`src/rtl/cpu_pkg.sv`:
```
// Shared CPU front-end types: default widths, the NOP encoding and the
// {pc, instr} pair that travels from fetch to decode.
package cpu_pkg;

    localparam int CPU_ADDR_W  = 16;
    localparam int CPU_INSTR_W = 16;

    localparam logic [CPU_INSTR_W-1:0] NOP_INSTR = 16'h0000;

    typedef struct packed {
        logic [CPU_ADDR_W-1:0]  pc;
        logic [CPU_INSTR_W-1:0] instr;
    } fetch_pair_t;

    typedef enum logic [1:0] {
        OCC_EMPTY = 2'd0,
        OCC_ONE   = 2'd1,
        OCC_FULL  = 2'd2
    } occ_e;

endpackage

```
`src/rtl/skid_buf2.sv`:
```
// Generic 2-entry valid/ready buffer with a synchronous clear that outranks
// both push and pop. in_ready depends only on registered state.
module skid_buf2
    import cpu_pkg::*;
#(
    parameter int DATA_W = 32
) (
    input  logic              clk,
    input  logic              rst_n,
    input  logic              clear_i,
    input  logic              in_valid_i,
    input  logic [DATA_W-1:0] in_data_i,
    output logic              in_ready_o,
    output logic              out_valid_o,
    output logic [DATA_W-1:0] out_data_o,
    input  logic              out_ready_i,
    output logic [1:0]        count_o
);

    occ_e              count_q, count_d;
    logic              rd_ptr_q, rd_ptr_d;
    logic              wr_ptr_q, wr_ptr_d;
    logic [DATA_W-1:0] mem_q [2];
    logic [DATA_W-1:0] mem_d [2];
    logic              push, pop;

    assign in_ready_o  = (count_q != OCC_FULL);
    assign out_valid_o = (count_q != OCC_EMPTY);
    assign out_data_o  = mem_q[rd_ptr_q];
    assign count_o     = count_q;

    assign push = in_valid_i & in_ready_o & ~clear_i;
    assign pop  = out_valid_o & out_ready_i & ~clear_i;

    always_ff @(posedge clk or negedge rst_n) begin
        if (!rst_n) begin
            count_q  <= OCC_EMPTY;
            rd_ptr_q <= 1'b0;
            wr_ptr_q <= 1'b0;
            mem_q[0] <= '0;
            mem_q[1] <= '0;
        end else begin
            count_q  <= count_d;
            rd_ptr_q <= rd_ptr_d;
            wr_ptr_q <= wr_ptr_d;
            mem_q[0] <= mem_d[0];
            mem_q[1] <= mem_d[1];
        end
    end

    always_comb begin
        count_d  = count_q;
        rd_ptr_d = rd_ptr_q;
        wr_ptr_d = wr_ptr_q;
        mem_d[0] = mem_q[0];
        mem_d[1] = mem_q[1];
        if (clear_i) begin
            count_d  = OCC_EMPTY;
            rd_ptr_d = 1'b0;
            wr_ptr_d = 1'b0;
            mem_d[0] = '0;
            mem_d[1] = '0;
        end else begin
            if (push) begin
                mem_d[wr_ptr_q] = in_data_i;
                wr_ptr_d        = ~wr_ptr_q;
            end
            if (pop) begin
                rd_ptr_d = ~rd_ptr_q;
            end
            // Push while FULL cannot happen since in_ready is low there.
            unique case (count_q)
                OCC_EMPTY: if (push)              count_d = OCC_ONE;
                OCC_ONE:   if (push && !pop)      count_d = OCC_FULL;
                           else if (pop && !push) count_d = OCC_EMPTY;
                OCC_FULL:  if (pop)               count_d = OCC_ONE;
                default:                          count_d = OCC_EMPTY;
            endcase
        end
    end

endmodule

```
`src/rtl/if_id_pipe.sv`:
```
// IF/ID boundary: buffers fetched {pc, instr} pairs for decode, squashes them
// on flush, emits NOP/zero while empty and provides pc + PC_INC.
module if_id_pipe
    import cpu_pkg::*;
#(
    parameter int ADDR_W  = CPU_ADDR_W,
    parameter int INSTR_W = CPU_INSTR_W,
    parameter int PC_INC  = 1
) (
    input  logic               clk,
    input  logic               rst_n,
    input  logic               if_valid,
    input  logic [ADDR_W-1:0]  if_pc,
    input  logic [INSTR_W-1:0] if_instr,
    output logic               if_ready,
    output logic               id_valid,
    output logic [ADDR_W-1:0]  id_pc,
    output logic [INSTR_W-1:0] id_instr,
    output logic [ADDR_W-1:0]  id_pc_next,
    input  logic               id_ready,
    input  logic               flush,
    output logic [1:0]         occupancy
);

    localparam int PAIR_W = ADDR_W + INSTR_W;

    logic [PAIR_W-1:0]  head_pair;
    logic [ADDR_W-1:0]  head_pc;
    logic [INSTR_W-1:0] head_instr;
    logic [ADDR_W-1:0]  head_pc_inc;

    skid_buf2 #(
        .DATA_W (PAIR_W)
    ) u_buf (
        .clk         (clk),
        .rst_n       (rst_n),
        .clear_i     (flush),
        .in_valid_i  (if_valid),
        .in_data_i   ({if_pc, if_instr}),
        .in_ready_o  (if_ready),
        .out_valid_o (id_valid),
        .out_data_o  (head_pair),
        .out_ready_i (id_ready),
        .count_o     (occupancy)
    );

    assign {head_pc, head_instr} = head_pair;

    // Wraps modulo 2^ADDR_W, matching the PC stage's own increment.
    assign head_pc_inc = head_pc + ADDR_W'(PC_INC);

    assign id_pc      = id_valid ? head_pc     : '0;
    assign id_instr   = id_valid ? head_instr  : INSTR_W'(NOP_INSTR);
    assign id_pc_next = id_valid ? head_pc_inc : '0;

endmodule

```
`config.mk`:
```
export PLATFORM = sky130hd
export DESIGN_NAME = if_id_pipe
export DESIGN_NICKNAME = d
export VERILOG_FILES = /design/src/rtl/cpu_pkg.sv /design/src/rtl/skid_buf2.sv /design/src/rtl/if_id_pipe.sv
export SDC_FILE = /design/constraint.sdc
export NUM_CORES = 1
export LEC_CHECK = 0
export ABC_AREA = 1
export CORE_ASPECT_RATIO = 1.5
export CORE_MARGIN = 4
export CORE_UTILIZATION = 50
export DETAILED_ROUTE_END_ITERATION = 10
export GPL_ROUTABILITY_DRIVEN = 0
export PLACE_DENSITY = 0.81
export SLEW_MARGIN = 5
export SYNTH_ARGS = -nofsm -noshare
export SYNTH_HDL_FRONTEND = slang
export SYNTH_SLANG_ARGS = --single-unit
```
`constraint.sdc`:
```
create_clock -name clk -period 2.05 [get_ports clk]
set_input_delay 0.41 -clock clk [delete_from_list [all_inputs] [get_ports clk]]
set_output_delay 0.41 -clock clk [all_outputs]
set_load 0.02 [all_outputs]
```
==> out/qor.log <==
[outcome] outcome finished with violations
[outcome] violated checks setup timing
[finish] post-route insts no fill 770
[floorplan] die extent in x 77.88 um
[clock_network] count of clock tree sinks 68
[yosys] predominant post-synthesis flop cell sky130_fd_sc_hd__dfrtp_1
[flow_run] number of max-cap violations 0
[sta] final setup violating endpoints 23
[setup_path] flop-to-flop setup slack 0.40 ns
[floorplan] effective utilization at floorplan 51.01%
[sta] Max Freq 0.3892 GHz
[yosys] Syn. warnings 0
[yosys] multiplexer fraction of the synthesized cell area 0%
[setup_path] Worst R2R End u_buf.mem_q[19]
[place] detailed placer's ending HPWL 7372 um
[clock_network] number of H-tree branching levels 3
[pwr] leak pwr 2.909 nW
[pwr] power density relative to cell area 854.1 nW/um2
[sta] number of endpoints with negative hold slack in the final report 0
[yosys] adder-cell share of the synthesized area 0.3416%
[clock_network] clock tree from TritonCTS yes
[yosys] top cell type's share of synthesized area 46.46%
[sta] Layout Skew 0.01075 ns
[yosys] xor and xnor area share after synthesis 0%
[global_route] first-pass GRT wire length 20,420 um
[place] Inst Count DP 730
[floorplan] top-level I/O count 89
[route] DRC violations left 0
[clock_network] cell at the root of the clock tree sky130_fd_sc_hd__clkbuf_8
[yosys] synthesized flop and latch total 68
[yosys] Distinct cells, synth 27
[floorplan] Core Rows 38
[clock_network] CTS buffer count 9
[global_route] aggregate global routing overflow 0
[finish] post-layout utilization of the core 83.53%
[yosys] simple logic cell fraction of the synthesized area 17.97%
[sta] Final period util 125.3%
[pwr] Pwr Total 5.122 mW
[global_route] fraction of met2 tracks used by global routing 52.12%
[route] number of search-and-repair iterations in the first detailed-routing pass 5
[global_route] global routing usage on met1 32.11%
[route] number of nets still failing antenna checks after routing 0
[pwr] maximum vdd ir drop 0.6777 mV
[finish] fillers 393
[route] mean number of vias per cell 5.562
[clock_network] clock slew at reported path FFs 0.07 ns
[min_path] hold crit path type primary input to async pin
[route] detailed-route via count 4,283
[yosys] post-synth design cell area 3662 um2
[yosys] syn avg cell area 7.354 um2
[global_route] Global Route Usage Sum 29.22%
[yosys] Post-synth EDFFs 0
[setup_path] data arrival time of the critical path 2.16 ns
[setup_path] biggest fanout along the worst timing path 7
[setup_path] FF-to-FF path depth 8
[sta] Worst Setup Slack, final -0.5194 ns
[finish] Net count, final 703
[sta] setup repair after global routing missed its margin true
[yosys] combinational family with the most area after synthesis compound AO/OA/AOI/OAI gates
[yosys] most frequent cells after synthesis sky130_fd_sc_hd__inv_1 (117), sky130_fd_sc_hd__nand2_1 (99), sky130_fd_sc_hd__dfrtp_1 (68)
[global_route] maximum number of pins on one net before global-route repair 69
[yosys] library cell with the highest instance count after synthesis sky130_fd_sc_hd__inv_1
[clock_network] CTS Hold Bufs 0
[sta] Final Max Tran Viols 0
[route] final routed wire length divided by cell count 18.36 um
[yosys] compound-cell area share of the yosys netlist 19.85%
[finish] Ant. Diodes 0
[yosys] library cell with the largest summed area after synthesis sky130_fd_sc_hd__dfrtp_1
[yosys] biggest area contributors in the synthesized netlist sky130_fd_sc_hd__dfrtp_1 (46%), sky130_fd_sc_hd__inv_1 (12%), sky130_fd_sc_hd__o22ai_1 (11%)
[sta] min Tclk post-route 2.569 ns
[setup_path] sort of element at the start of the critical path flop
[route] Iteration-0 DRC Markers 368
[sta] Slew @ Worst Pin 0.3712 ns
[clock_network] Clk Latency, worst-skew pair 0.35 ns
[global_route] number of global-route vias before repair 4,409
[clock_network] number of buffers between clock root and the deepest sink 2
[global_route] antenna violations before repair 0
[yosys] sequential cell area fraction in the yosys report 46.46%
[floorplan] die footprint 8786 um2
[route] total length of routed wires 14,140 um
[setup_path] CP Class flop to output pin
[global_route] global routing's busiest layer met2
[finish] ratio of cells with drive above 1 in the final layout 38.51%
[sta] sum of negative setup slack -6.283 ns
[yosys] net count after synthesis 536
[place] worst slack at placement -0.4798 ns
[place] port bufs 88
[global_route] met3 capacity usage during global routing 5.494%
[yosys] share of synthesized registers carrying an async set or reset 100.0%
[finish] layout overhead on the synthesized area 63.75%
[sta] worst rel slew slack 75.25%
[floorplan] area of the core 7179 um2
[setup_path] reg-to-reg critical path startpoint u_buf.count_o[0]
[setup_path] Required @ worst endpoint 1.64 ns
[yosys] cells after synthesis 498
[setup_path] critical path endpoint category output pin
[floorplan] height of the die 112.8 um
-- cells in the final DEF (no fill, tap or decap), types with 10 or more instances in the layout --
cell type                         instances
sky130_fd_sc_hd__o22ai_1                 64
sky130_fd_sc_hd__clkbuf_8                10
sky130_fd_sc_hd__nor2_4                  18
sky130_fd_sc_hd__clkdlybuf4s50_1         37
sky130_fd_sc_hd__inv_1                  112
sky130_fd_sc_hd__nor2_2                  10
sky130_fd_sc_hd__nand2_4                 15
sky130_fd_sc_hd__o21ai_1                 11
sky130_fd_sc_hd__nor2_1                  14
sky130_fd_sc_hd__buf_4                   72
sky130_fd_sc_hd__nand2_1                 57
sky130_fd_sc_hd__buf_2                   14
sky130_fd_sc_hd__a21oi_1                 20
sky130_fd_sc_hd__nand2_2                 29
sky130_fd_sc_hd__buf_6                   40
sky130_fd_sc_hd__o21ai_0                 15
sky130_fd_sc_hd__dfrtp_1                 67
-- worst max path at each step --
stage	from	to
after floorplan	u_buf.count_o[0]	id_pc_next[3]
after global placement	u_buf.rd_ptr_q	id_pc_next[14]
after detailed placement	u_buf.rd_ptr_q	id_pc_next[13]
after CTS	u_buf.rd_ptr_q	id_pc_next[11]
after global routing	u_buf.rd_ptr_q	id_pc_next[11]
final	u_buf.rd_ptr_q	id_pc_next[11]
-- cells by family (layout without fill, tap and decap cells) --
logic type,after synthesis,after routing
compound gates,127,127
fa+ha+maj,1,1
buf+inv,143,315
flops,68,68
simple gates,159,159
-- metal layers --
layer | vias to the layer above | share of wire [%] | routed length (um)
li1 | 1920 | - | -
met1 | 2044 | 35 | 4982
met2 | 246 | 53 | 7517
met3 | 73 | 6.1 | 866
met4 | 0 | 5.4 | 769
met5 | - | 0 | 0
-- per-stage QoR --
| step | hold slack, ns | area [um2] |
|---|---|---|
| after floorplan | 0.1144 | 3667 |
| after global placement | 0.4476 | 5109 |
| after detailed placement | 0.4575 | 5109 |
| after CTS | 0.08388 | 5724 |
| after global routing | 0.1004 | 5997 |
| final | 0.06033 | 5997 |
-- area by class of cell --
class,count,area [um2],share of cell area (%)
Multi-Input combinational cell,287,1861,31.02
Sequential cell,68,1703,28.40
Timing Repair Buffer,180,1683,28.06
Inverter,119,457.9,7.636
Clock buffer,10,137.6,2.295
Tap cell,100,125.1,2.086
Clock inverter,6,30.03,0.5007
-- state kept, by name (all words and copies together) (netlist names) --
name,flops
u_buf.mem_q,64
u_buf.count_o,2
u_buf.rd_ptr_q,1
u_buf.wr_ptr_q,1
-- power breakdown --
group | internal (mW) | total [mW] | switching [mW] | leakage (nW)
clock | 0.458 | 0.959 | 0.501 | 0.0954
sequential | 1.46 | 1.54 | 0.0725 | 0.912
combinational | 1.14 | 2.63 | 1.49 | 1.90
-- timing repair --
item                       in CTS  in global routing
gates resized for setup       332                 90
gates cloned                    1                  2
pin swaps                      33                 17
buffers inserted               14                  8
hold endpoints to repair        0                  0
setup endpoints to repair      49                 47
-- critical path, cell delays in order, from the launching register on --
cell and delay [ns]:
sky130_fd_sc_hd__dfrtp_2 0.45, sky130_fd_sc_hd__buf_12 0.16, sky130_fd_sc_hd__buf_12 0.14, sky130_fd_sc_hd__o21ai_1 0.28, sky130_fd_sc_hd__nand2_1 0.15, sky130_fd_sc_hd__nor2_1 0.15, sky130_fd_sc_hd__nand3_1 0.09, sky130_fd_sc_hd__nand2_1 0.06
sky130_fd_sc_hd__inv_1 0.03, sky130_fd_sc_hd__nor2_1 0.13, sky130_fd_sc_hd__buf_4 0.16
(Power assumes the default switching activity.)
